==> src/rtl/gray_seq_decoder.sv <==
// Gray-code stream monitor: converts each accepted sample to binary, checks +1 steps, tracks lock and errors.
// Optional macro GRAY_BIDIR_EN additionally accepts -1 steps (down-counting source).
module gray_seq_decoder #(
   parameter int WIDTH    = 4,
   parameter int LOCK_CNT = 3,
   parameter int ERR_W    = 8
) (
   input  logic             i_clk,
   input  logic             i_rst,
   input  logic             i_gray_valid,
   input  logic [WIDTH-1:0] i_gray,
   output logic [WIDTH-1:0] o_bin,
   output logic             o_bin_valid,
   output logic             o_lock,
   output logic             o_step_err,
   output logic [ERR_W-1:0] o_err_cnt
);

   localparam int GW = (LOCK_CNT < 1) ? 1 : $clog2(LOCK_CNT + 1);

   typedef enum logic [1:0] {
      S_IDLE    = 2'd0,
      S_ACQUIRE = 2'd1,
      S_LOCKED  = 2'd2
   } state_t;

   state_t           r_state, w_state_n;
   logic [WIDTH-1:0] r_bin, w_bin_n;
   logic [GW-1:0]    r_good_cnt, w_good_cnt_n;
   logic             r_bin_valid, w_bin_valid_n;
   logic             r_step_err, w_step_err_n;
   logic [ERR_W-1:0] r_err_cnt, w_err_cnt_n;

   logic [WIDTH-1:0] w_bin;
   logic [WIDTH-1:0] w_inc;
   logic [WIDTH-1:0] w_dec;
   logic             w_legal;

   always_comb begin
      w_bin = '0;
      w_bin[WIDTH-1] = i_gray[WIDTH-1];
      for (int i = WIDTH - 2; i >= 0; i--)
         w_bin[i] = w_bin[i+1] ^ i_gray[i];
   end

   // r_bin doubles as prev_bin: both take every accepted sample.
   assign w_inc = r_bin + WIDTH'(1);
   assign w_dec = r_bin - WIDTH'(1);

`ifdef GRAY_BIDIR_EN
   assign w_legal = (w_bin == w_inc) || (w_bin == w_dec);
`else
   assign w_legal = (w_bin == w_inc);
`endif

   always_comb begin
      w_state_n     = r_state;
      w_bin_n       = r_bin;
      w_good_cnt_n  = r_good_cnt;
      w_bin_valid_n = 1'b0;
      w_step_err_n  = 1'b0;
      w_err_cnt_n   = r_err_cnt;
      if (i_gray_valid) begin
         w_bin_n       = w_bin;
         w_bin_valid_n = 1'b1;
         case (r_state)
            S_IDLE: begin
               w_good_cnt_n = '0;
               w_state_n    = S_ACQUIRE;
            end
            S_ACQUIRE: begin
               if (!w_legal) begin
                  w_good_cnt_n = '0;
               end else if (r_good_cnt >= GW'(LOCK_CNT - 1)) begin
                  w_good_cnt_n = GW'(LOCK_CNT);
                  w_state_n    = S_LOCKED;
               end else begin
                  w_good_cnt_n = r_good_cnt + GW'(1);
               end
            end
            S_LOCKED: begin
               if (!w_legal) begin
                  w_step_err_n = 1'b1;
                  w_good_cnt_n = '0;
                  w_state_n    = S_ACQUIRE;
                  if (r_err_cnt != {ERR_W{1'b1}})
                     w_err_cnt_n = r_err_cnt + ERR_W'(1);
               end
            end
            default: begin
               w_good_cnt_n = '0;
               w_state_n    = S_IDLE;
            end
         endcase
      end
   end

   always_ff @(posedge i_clk) begin
      if (i_rst) begin
         r_state     <= S_IDLE;
         r_bin       <= '0;
         r_good_cnt  <= '0;
         r_bin_valid <= 1'b0;
         r_step_err  <= 1'b0;
         r_err_cnt   <= '0;
      end else begin
         r_state     <= w_state_n;
         r_bin       <= w_bin_n;
         r_good_cnt  <= w_good_cnt_n;
         r_bin_valid <= w_bin_valid_n;
         r_step_err  <= w_step_err_n;
         r_err_cnt   <= w_err_cnt_n;
      end
   end

   assign o_bin       = r_bin;
   assign o_bin_valid = r_bin_valid;
   assign o_lock      = (r_state == S_LOCKED);
   assign o_step_err  = r_step_err;
   assign o_err_cnt   = r_err_cnt;

endmodule

==> config.mk <==
export PLATFORM = sky130hd
export DESIGN_NAME = gray_seq_decoder
export DESIGN_NICKNAME = d
export VERILOG_FILES = /design/src/rtl/gray_seq_decoder.sv
export SDC_FILE = /design/constraint.sdc
export NUM_CORES = 1
export LEC_CHECK = 0
export BUFFER_PORTS_ARGS = -buffer_cell sky130_fd_sc_hd__buf_2
export CORE_MARGIN = 10
export CORE_UTILIZATION = 55
export DETAILED_ROUTE_END_ITERATION = 10
export GPL_TIMING_DRIVEN = 1
export PLACE_DENSITY = 0.85
export SLEW_MARGIN = 20
export SYNTH_ARGS = -nofsm -noshare
export SYNTH_HDL_FRONTEND = slang
export SYNTH_SLANG_ARGS = --single-unit
==> constraint.sdc <==
create_clock -name i_clk -period 5 [get_ports i_clk]
set_input_delay 0.5 -clock i_clk [delete_from_list [all_inputs] [get_ports i_clk]]
set_output_delay 0.5 -clock i_clk [all_outputs]
set_load 0.01 [all_outputs]
* Yosys cells after proc, flatten, opt, wreduce, memory -nomap -nowiden
Cells that the tools add are included.
** Operators by class
- Add/subtract/negate cells :: 3
- Magnitude comparators :: 1
- Eq/ne operators :: 7
- Mux-type cells :: 10
- Bitwise gates (word level) :: 6
- Reductions and logical operators :: 5
** Operators by type and width (number)
- $mux 2 :: 6
- $add 8x1->8 const B :: 1
- $ne 8x8->1 const B :: 1
- $reduce_and 4->1 :: 2
- $ne 2x2->1 const B :: 3
- $pmux 2 s3 :: 1
- $add 4x1->4 const B :: 1
- $eq 4x4->1 :: 1
- $pmux 2 s2 :: 1
- $not 1->1 :: 3
- $reduce_or 3->1 :: 1
- $xor 1x1->1 :: 3
- $add 2x1->2 const B :: 1
- $eq 2x1->1 const B :: 1
- $eq 2x2->1 const B :: 1
- $ge 2x2->1 const B :: 1
- $logic_not 2->1 :: 1
- $mux 1 :: 2
- $reduce_and 2->1 :: 1
** Word-level totals
- Flip-flop bits (word level) :: 18
- Input port bits :: 7
- Output and inout port bits :: 15
- Logic and storage cells :: 38

* Longest topological paths before layout
Gate-level depths: netlist of the first run.
- Word-level depth :: 6
- Gate-level depth with buffers :: 7
- Depth with buffers taken out :: 6

* Least setup slack after synthesis of the first run
Ideal clock, no wire load.
- Path type :: input-to-reg
- From :: in i_gray[3]
- To :: reg r_err_cnt[0] (netlist: o_err_cnt[0])
- Setup time :: 0.123 ns
- Arrival time :: 2.081 ns
- Data required time :: 4.877 ns
- Slack :: 2.796 ns
- Stages :: 5
- Buffers on the path :: 0
- Path through :: xor3_2 or3_4 a211oi_4 nor2_1 mux2_1
** On the way
- Cells in the longest elaborated chain, start to end :: 6
** RTL lines
- start, declared :: RTL line 11 : input logic [WIDTH-1:0] i_gray,
- $xor 1x1->1 (3 in series) :: RTL line 43 : w_bin[i] = w_bin[i+1] ^ i_gray[i];
- $eq 4x4->1 * :: RTL line 53 : assign w_legal = (w_bin == w_inc);
- $not 1->1 (no line) *
- $reduce_and 4->1 (no line) *
- end signal, assigned :: RTL line 112 : r_err_cnt <= w_err_cnt_n;
- end, declared :: RTL line 32 : logic [ERR_W-1:0] r_err_cnt, w_err_cnt_n;
Every way passes the cells marked *; elsewhere a longest branch is shown, timed or not.
A chain may end at the register's enable or synchronous reset.

* Worst setup path after layout of the first run
Ends and elaborated chain as after synthesis.

==> metrics, run 1 <==
status finished, final reports clean; pre-CTS WS 2.28 ns; Hold Buf Count CTS 0; wire per inst 13.7 um; synth-to-layout area growth 14.2%; Mean Syn Cell Area 9.24 um^2; Pleak 0.455 nW; diodes inserted 0; Core Util, Final 65.0%; Yosys top cell area share 37.5%; synth cell count leaders dfxtp_1, nor2_1, a21oi_1, nand3_1; Netlist cell types 36; Die Area 3820 um^2; Final min period 2.42 ns; largest family of logic cells by synthesized area simple AND/OR/NAND/NOR gates; WHS 0.492 ns; WHS Path Cells 2; CTS Buf Count 3; Worst VDD drop 0.000148 V; Nets 134; most common cell in the netlist dfxtp_1; Worst Hold End o_err_cnt[5]$_SDFFE_PP0P_; dpl hpwl 1490 um; DR iter-0 viols 17; Hold Fails Final Rpt 0; Mapped Nets 113; WL met1 828 um; register clock-pin slew on the reported worst setup and hold paths 0.09 ns; Met3 Routed Length 150 um; final setup fails 0; post-cts gate resize count 0; Critical Path AT 2.60 ns; Fmax 0.413 GHz; CTS Buffer Depth 2; Slew Viols, Final 0; Cells after Synth 104; Die H 61.8 um; crit share post-route 48.4%; flop2flop setup slack 2.71 ns; mux cell area share after synthesis 5.47%; clock sink total 18; CP Launch Type input port; # DRC 0; min-delay worst type flip-flop to flip-flop; fill count 153; Yosys top cell by area dfxtp_1; actual slew at the worst max-slew pin 0.661 ns; Initial Utilization 56.9%; post-route ant nets 0; Crit Reg-Reg Startpoint o_bin[0]$_SDFFE_PP0P_; Main synth FF type dfxtp_1; residual overflow from global routing 0; first-pass GRT wire length 3280 um; WL final 1930 um; Final TNS setup 0 ns; Post-synth EDFFs 0; Routed met2 length 921 um; type of destination of the critical path flip-flop; top sig layer met4; H-tree levels 1; post-synthesis sequential area ratio 37.5%; TritonCTS clock tree done; vias in the first global route 791; yosys warns 0; worst setup path class input port to flip-flop; min-delay src o_err_cnt[5]$_SDFFE_PP0P_; Die X 61.8 um; multi-input combinational cell area 567 um^2; synth top area cells dfxtp_1, xnor2_1, a21oi_1, nand3_1, or4_2; maxcap violations 0; IO buf count 21; CP Max Fanout 18; clk_skew 0.00690 ns; core area 1690 um^2; Vias/cell 5.92; share of cells above drive strength 1 29.0%; Clock Tree Root clkbuf_4; critical path data required time 5.18 ns; PwrDens 255 nW/um^2; worst setup margin 2.58 ns; r2r endpoint o_err_cnt[0]$_SDFFE_PP0P_; Global Route Usage Sum 11.1%; worst skew pair latency 0.29 ns; Post-Synth Simple-Gate Area 24.6%; initial antenna violation count 0; largest net degree at the start of global routing 21; routability cong. 0.824; postcts setup bufs 0; Reg area 360 um^2; num rows 15; Yosys reg bits 18; Ports 22; Rel. slew slack 55.8%; Cell Area, Synth 961 um^2; xor-xnor portion of the synthesized cell area 8.98%; R2R depth 5; async set-reset flop share out of synthesis 0%; compound-gate portion of the synthesized area 17.3%; TritonRoute pass-1 iters 4; RSZ-0062 raised after global routing false; Post-Synth Adder-Cell Area 2.60%; Via Count 835
## how the worst max path moves through the flow
stage                   start                         to  slack (ns)
floorplan           i_gray[3]  o_err_cnt[0]$_SDFFE_PP0P_        2.80
global placement    i_gray[3]  o_err_cnt[0]$_SDFFE_PP0P_        2.34
detailed placement  i_gray[3]  o_err_cnt[0]$_SDFFE_PP0P_        2.28
CTS                 i_gray[3]  o_err_cnt[0]$_SDFFE_PP0P_        2.59
global route        i_gray[3]  o_err_cnt[0]$_SDFFE_PP0P_        2.50
finish              i_gray[3]  o_err_cnt[0]$_SDFFE_PP0P_        2.58
## sequential cells by signal, summed over array words and instances (netlist names)
name	count
o_step_err	1
o_err_cnt	8
o_bin_valid	1
r_state	2
r_good_cnt	2
o_bin	4
## critical path, stage by stage
cell      delay (ns)
buf_2           0.12
xor3_2          0.48
or3_4           0.39
a211oi_4        0.60
nor2_1          0.17
mux2_1          0.33
## per-layer routing
metal / up-vias / track usage (%)
met1: 390 / 13.0
met5: - / 0
met3: 4 / 3.86
met2: 21 / 18.2
met4: 0 / 3.82
li1: 420 / -
## placed cells by master (no fill, tap or decap), types with 2 or more instances in the layout
master and instances:
and3_1 3, xnor2_1 5, o31ai_1 4, dfxtp_1 18, nor2b_1 5, a211oi_1 2, inv_1 2, nand2b_1 5
buf_2 21, o21ai_0 3, a21oi_1 7, nand3_1 7, ha_1 2, nor2_1 8, clkbuf_4 3, mux2i_1 3
nand2_1 3, or4_2 4, xor2_1 2
## through the flow
stage | cells | instance area, um^2 | total power [mW]
after global placement | 137 | 1060 | 0.195
after detailed placement | 137 | 1060 | 0.197
final | 141 | 1100 | 0.280
after floorplan | 104 | 961 | 0.187
after CTS | 141 | 1100 | 0.284
after global routing | 141 | 1100 | 0.296
## logic make-up (layout without fill, tap and decap cells)
logic type,Yosys count,in the layout
compound gates,23,23
mux,5,5
buf+inv,7,27
fa+ha+maj,2,2
xor+xnor,8,8
simple gates,41,41
flops,18,18
## final cells by class
cell class	count	area share (%)
Tap cell	17	1.94
Clock buffer	4	3.31
Sequential cell	18	32.8
Multi-Input combinational cell	79	51.7
Inverter	2	0.684
Timing Repair Buffer	21	9.58
## power breakdown
| part | total, mW | switching [mW] | internal [mW] | leakage (nW) |
|---|---|---|---|---|
| logic | 0.0419 | 0.0232 | 0.0187 | 0.287 |
| registers | 0.151 | 0.00384 | 0.147 | 0.146 |
| clock network | 0.0874 | 0.0431 | 0.0443 | 0.0210 |
| total | 0.280 | 0.0701 | 0.210 | 0.455 |
(Power assumes the default switching activity.)
==> run 2: changes to the inputs <==
--- a/config.mk
+++ b/config.mk
@@ -7,10 +7,10 @@
 export LEC_CHECK = 0
 export BUFFER_PORTS_ARGS = -buffer_cell sky130_fd_sc_hd__buf_2
 export CORE_MARGIN = 10
-export CORE_UTILIZATION = 55
+export CORE_UTILIZATION = 51
 export DETAILED_ROUTE_END_ITERATION = 10
 export GPL_TIMING_DRIVEN = 1
-export PLACE_DENSITY = 0.85
+export PLACE_DENSITY = 0.8
 export SLEW_MARGIN = 20
 export SYNTH_ARGS = -nofsm -noshare
 export SYNTH_HDL_FRONTEND = slang
==> constraint.sdc (replaced) <==
create_clock -name i_clk -period 2.3 [get_ports i_clk]
set_input_delay 0.23 -clock i_clk [delete_from_list [all_inputs] [get_ports i_clk]]
set_output_delay 0.23 -clock i_clk [all_outputs]
set_load 0.01 [all_outputs]
==> run 2 against run 1 <==
Compared with the run above: flip-flop and latch count unchanged; register-to-register slack worse by 2.6 ns; first-iteration DRC count up 35%; sequential power up 120%; via count up 3.2%; routed wire length up 15%; largest cell class unchanged.
==> metrics, run 2 (synthesized netlist as in run 1, its figures left out) <==
WHS 0.239 ns (-0.254 ns); maxcap violations 0 (unchanged); core area 1760 um^2 (+4.4%); Pleak 0.466 nW (+2.4%); Via Count 862 (+3.2%); Vias/cell 5.71 (-3.6%); Critical Path AT 2.38 ns (-0.22 ns); Worst VDD drop 0.000374 V (+150%); r2r endpoint o_err_cnt[7]$_SDFFE_PP0P_; CTS Buf Count 3 (unchanged); flop2flop setup slack 0.15 ns (-2.56 ns); final setup fails 0 (unchanged); Int Power 461 uW (+120%); post-route ant nets 0 (unchanged); dpl hpwl 1660 um (+11%); post-cts gate resize count 0 (unchanged); min-delay worst type input port to flip-flop; Die H 63.4 um (+2.6%); wire per inst 14.7 um (+7.4%); Die Area 4020 um^2 (+5.3%); Logic pwr share 15.7% (+0.7 points); share of cells above drive strength 1 30.2% (+1.1 points); DR iter-0 viols 23 (+6); crit share post-route 93.4%; Initial Utilization 54.5% (-2.4 points); # DRC 0 (unchanged); IO buf count 21 (unchanged); critical path's top delay family simple AND/OR/NAND/NOR gates; diodes inserted 0 (unchanged); multi-input combinational cell area 567 um^2 (unchanged); placed insts 147 (+7.3%); clock share of power 32.0% (+0.8 points); Area after DPL 1090 um^2 (+2.4%); max reg flops 8 (unchanged); Sw Pwr 167 uW (+140%); type of destination of the critical path flip-flop; Global Route Usage Sum 10.9% (-0.14 points); switching portion of total power 26.6% (+1.5 points); CP Launch Type flip-flop; Crit Reg-Reg Startpoint o_bin[0]$_SDFFE_PP0P_; Layout Cell Area excl Fill 1120 um^2 (+2.3%); residual overflow from global routing 0 (unchanged); first-pass GRT wire length 3700 um (+13%); Clock Tree Root clkbuf_4; Hold Buf Count CTS 0 (unchanged); PwrDens 559 nW/um^2 (+120%); register clock-pin slew on the reported worst setup and hold paths 0.11 ns (+0.02 ns); Rel. slew slack 65.7% (+9.9 points); initial antenna violation count 0 (unchanged); Design Power 628 uW (+120%); Ports 22 (unchanged); final cell count without fillers 151 (+7.1%); most frequent cells in the layout buf_2, dfxtp_1, nor2_1; CP Max Fanout 10 (-8); worst setup margin 0.151 ns (-2.43 ns); Nets 136 (+1.5%); share of power burned in registers 52.4% (-1.5 points); WL final 2220 um (+15%); pre-CTS WS 0.122 ns (-2.16 ns); Slew Viols, Final 0 (unchanged); critical path data required time 2.53 ns (-2.65 ns); H-tree levels 1 (unchanged); CTS Buffer Depth 2 (unchanged); RSZ-0062 raised after global routing false; status finished, final reports clean; R2R depth 7 (+2); most common cell after layout, fill and taps aside buf_2; TritonCTS clock tree done; actual slew at the worst max-slew pin 0.513 ns (-0.148 ns); vias in the first global route 846 (+7.0%); Crit. Startpoint o_bin[0]$_SDFFE_PP0P_; worst skew pair latency 0.29 ns (about the same); Final TNS setup 0 ns (unchanged); largest net degree at the start of global routing 21 (unchanged); postcts setup bufs 0 (unchanged); Critical path buffers and inverters 1 (unchanged); Hold Fails Final Rpt 0 (unchanged); Fmax 0.465 GHz; Critical Path, Cell by Cell ha_1 > xor2_1 > xnor2_1 > a211oi_4 > buf_4 > or4_2 > a21oi_1; TritonRoute pass-1 iters 4 (unchanged); Final min period 2.15 ns; fill count 172 (+12%); Die X 63.4 um (+2.6%); worst setup path class flip-flop to flip-flop; Worst path max stage delay 0.64 ns (+0.04 ns); critical path capture point o_err_cnt[7]$_SDFFE_PP0P_; Reg area 360 um^2 (unchanged); synth-to-layout area growth 16.8%; num rows 15 (unchanged); slowest stage cell on the critical path or4_2; clk_skew 0.00694 ns (+0.0000398 ns); Core Util, Final 63.6% (-1.3 points); clock sink total 18 (unchanged); critical path depth in cells 7 (+1); routability cong. 0.770 (-6.5%)
run 2: changes by cell type in the layout (fill, tap and decap cells not counted), sizes merged:
cell / previous run / this run
buf: 21 / 23
run 2: how the worst min path moves through the flow:
| stage | from | to | slack, ns | cells past startpoint |
|---|---|---|---|---|
| 4_1_cts | i_gray[3] | o_bin[3]$_SDFFE_PP0P_ | 0.25 | 3 |
| 3_5_place_dp | o_err_cnt[5]$_SDFFE_PP0P_ | o_err_cnt[5]$_SDFFE_PP0P_ | 0.49 | 2 |
| 5_1_grt | i_gray[0] | o_bin[0]$_SDFFE_PP0P_ | 0.26 | 3 |
| 6_report | i_gray[3] | o_bin[3]$_SDFFE_PP0P_ | 0.24 | 3 |
| 2_1_floorplan | i_rst | o_bin_valid$_SDFF_PP0_ | 0.32 | 1 |
| 3_3_place_gp | o_err_cnt[5]$_SDFFE_PP0P_ | o_err_cnt[5]$_SDFFE_PP0P_ | 0.47 | 2 |
run 2: layer usage:
layer  vias to the layer above  global-route usage, %  routed length (um)
li1                        420                      -                   -
met1                       412                   12.0                 967
met2                        28                   18.5                1090
met3                         2                   4.24                 145
met4                         0                   4.10                  17
met5                         -                      0                   0
run 2: power groups by stage:
stage / clock, mW / combinational [mW] / sequential (mW)
3_3_place_gp: 0 / 0.0939 / 0.335
3_5_place_dp: 0 / 0.0997 / 0.335
5_1_grt: 0.215 / 0.108 / 0.330
4_1_cts: 0.199 / 0.0997 / 0.328
2_1_floorplan: 0 / 0.0700 / 0.337
6_report: 0.201 / 0.0984 / 0.329
run 2: cell type report:
class | instances | share of cell area (%)
Clock buffer | 4 | 3.23
Inverter | 2 | 0.669
Multi-Input combinational cell | 79 | 50.5
Sequential cell | 18 | 32.1
Tap cell | 25 | 2.79
Timing Repair Buffer | 23 | 10.7
run 2: worst reg2reg max path, stage by stage (launching register included):
cell      delay [ns]
dfxtp_1         0.37
ha_1            0.22
xor2_1          0.15
xnor2_1         0.28
a211oi_4        0.09
buf_4           0.19
or4_2           0.64
a21oi_1         0.16
==> run 3: changes to the inputs <==
--- a/config.mk
+++ b/config.mk
@@ -7,10 +7,10 @@
 export LEC_CHECK = 0
 export BUFFER_PORTS_ARGS = -buffer_cell sky130_fd_sc_hd__buf_2
 export CORE_MARGIN = 10
-export CORE_UTILIZATION = 51
+export CORE_UTILIZATION = 45
 export DETAILED_ROUTE_END_ITERATION = 10
 export GPL_TIMING_DRIVEN = 1
-export PLACE_DENSITY = 0.8
+export PLACE_DENSITY = 0.72
 export SLEW_MARGIN = 20
 export SYNTH_ARGS = -nofsm -noshare
 export SYNTH_HDL_FRONTEND = slang
==> constraint.sdc (replaced) <==
create_clock -name i_clk -period 2.3 [get_ports i_clk]
set_input_delay 0.46 -clock i_clk [delete_from_list [all_inputs] [get_ports i_clk]]
set_output_delay 0.46 -clock i_clk [all_outputs]
set_load 0.01 [all_outputs]
==> run 3 against run 2 <==
Compared with the run above: non-clock buffer count rose by 3; first-iteration DRC count rose by 65%; critical path depth did not move; total power fell by 0.45%; clock skew fell by 0.0044 ns; flip-flop and latch count did not move; global-route usage fell by 0.77 points; design area rose by 2.2%.
==> metrics, run 3 (synthesized netlist as in run 1, its figures left out) <==
CP Launch Type flip-flop; register clock-pin slew on the reported worst setup and hold paths 0.10 ns (about the same); met1 usage 12.3% (+0.31 points); final setup fails 0 (unchanged); Die X 66.2 um (+4.4%); actual slew at the worst max-slew pin 0.481 ns (-0.0322 ns); Vias/cell 5.36 (-6.1%); Logic pwr share 16.3% (+0.6 points); PwrDens 545 nW/um^2 (-2.6%); Area after DPL 1110 um^2 (+2.3%); Final min period 2.09 ns (-0.0546 ns); share of power burned in registers 52.5% (about the same); critical path's top delay family simple AND/OR/NAND/NOR gates; Global Route Usage Sum 10.1% (-0.77 points); Sw Pwr 160 uW (-4.2%); post-cts gate resize count 0 (unchanged); maxcap violations 0 (unchanged); most frequent cells in the layout buf_2, dfxtp_1, nor2_1; Hold Buf Count CTS 0 (unchanged); postcts setup bufs 0 (unchanged); most common cell after layout, fill and taps aside buf_2; grt met3 use 3.90% (-0.34 points); worst skew pair latency 0.29 ns (about the same); CTS Buf Count 3 (unchanged); synth-to-layout area growth 19.4%; Nets 139 (+2.2%); residual overflow from global routing 0 (unchanged); first-pass GRT wire length 3710 um (+0.38%); placed insts 152 (+3.4%); WL final 2060 um (-7.1%); clk_skew 0.00252 ns (-0.00442 ns); WHS 0.495 ns (+0.257 ns); CP Max Fanout 7 (-3); initial antenna violation count 0 (unchanged); wire per inst 13.2 um (-10%); Critical Path AT 2.32 ns (-0.06 ns); Final TNS setup 0 ns (unchanged); TritonRoute pass-1 iters 4 (unchanged); Ports 22 (unchanged); switching portion of total power 25.6% (-1.0 points); vias in the first global route 857 (+1.3%); Worst path max stage delay 0.64 ns (about the same); routability cong. 0.815 (+5.8%); H-tree levels 1 (unchanged); final cell count without fillers 156 (+3.3%); Int Power 465 uW (+0.90%); Layout Cell Area excl Fill 1150 um^2 (+2.2%); slowest stage cell on the critical path or4_2; clock sink total 18 (unchanged); status finished, final reports clean; Clock Tree Root clkbuf_4; num rows 16 (+1); dpl hpwl 1590 um (-4.2%); Design Power 625 uW (-0.45%); CTS Buffer Depth 2 (unchanged); Slew Viols, Final 0 (unchanged); Via Count 836 (-3.0%); clock share of power 31.2% (-0.8 points); RSZ-0062 raised after global routing false; DR iter-0 viols 38 (+65%); Hold Fails Final Rpt 0 (unchanged); Pleak 0.481 nW (+3.2%); TritonCTS clock tree done; largest net degree at the start of global routing 21 (unchanged); Worst VDD drop 0.000327 V (-13%); GRT busiest layer met2; Critical Path, Cell by Cell ha_1 > xor2_1 > xnor2_1 > a211oi_4 > buf_4 > or4_2 > a21oi_1; crit share post-route 91.1% (-2.4 points); critical path data required time 2.53 ns (about the same); min-delay worst type input port to flip-flop; Critical path buffers and inverters 1 (unchanged); share of cells above drive strength 1 31.8% (+1.6 points); # DRC 0 (unchanged); post-route ant nets 0 (unchanged); diodes inserted 0 (unchanged); core area 2000 um^2 (+13%); GR Util met2 16.0% (-2.4 points); type of destination of the critical path flip-flop; Rel. slew slack 67.8% (+2.2 points); max reg flops 8 (unchanged); Die H 66.2 um (+4.4%); Initial Utilization 48.0% (-6.5 points); worst setup path class flip-flop to flip-flop; Fmax 0.477 GHz (+2.6%); Die Area 4380 um^2 (+9.0%); IO buf count 21 (unchanged)
-- run 3: final cells by class --
type | count | area (um^2)
fillers | 196 | 855
multi-input cells | 79 | 567
flip-flops and latches | 18 | 360
repair buffers | 26 | 143
clock buffers | 4 | 36.3
well taps | 27 | 33.8
inverters | 2 | 7.51
-- run 3: path summary, 6_finish.rpt --
check | depth (start not counted) | from | slack, ns | end
hold / removal | 3 | i_gray[0] | 0.50 | o_bin[0]$_SDFFE_PP0P_
hold reg to reg | 2 | o_err_cnt[5]$_SDFFE_PP0P_ | 0.51 | o_err_cnt[5]$_SDFFE_PP0P_
setup reg to reg | 7 | o_bin[0]$_SDFFE_PP0P_ | 0.21 | o_err_cnt[5]$_SDFFE_PP0P_
setup / recovery | 7 | o_bin[0]$_SDFFE_PP0P_ | 0.21 | o_err_cnt[5]$_SDFFE_PP0P_
-- run 3: worst register-to-register path: cells and delay by family (launching register included) --
family,cells,cell delay (ns)
AOI/OAI and AO/OA,2,0.25
xor gates and xnor gates,2,0.37
buffers and inverters,1,0.17
DFF,1,0.42
and+or+nand+nor,1,0.65
adders and majority gates,1,0.19
-- run 3: stage by stage --
step	setup WS [ns]	utilization, %
6_report	0.205	57.3
5_1_grt	0.0659	57.3
4_1_cts	0.195	57.3
3_5_place_dp	-0.0260	55.5
3_3_place_gp	0.0443	55.5
2_1_floorplan	0.136	-
-- run 3: per-layer routing --
| layer | routed length, um | share of wire [%] |
|---|---|---|
| met5 | 0 | 0 |
| met4 | 9 | 0.44 |
| met3 | 130 | 6.3 |
| met2 | 938 | 46 |
| met1 | 980 | 48 |
-- run 3: power by group through the flow --
stage	logic (mW)	registers (mW)	clock network (mW)
after floorplan	0.0700	0.337	0
after global placement	0.0991	0.335	0
after detailed placement	0.103	0.335	0
after CTS	0.103	0.328	0.202
after global routing	0.114	0.330	0.214
final	0.102	0.328	0.195
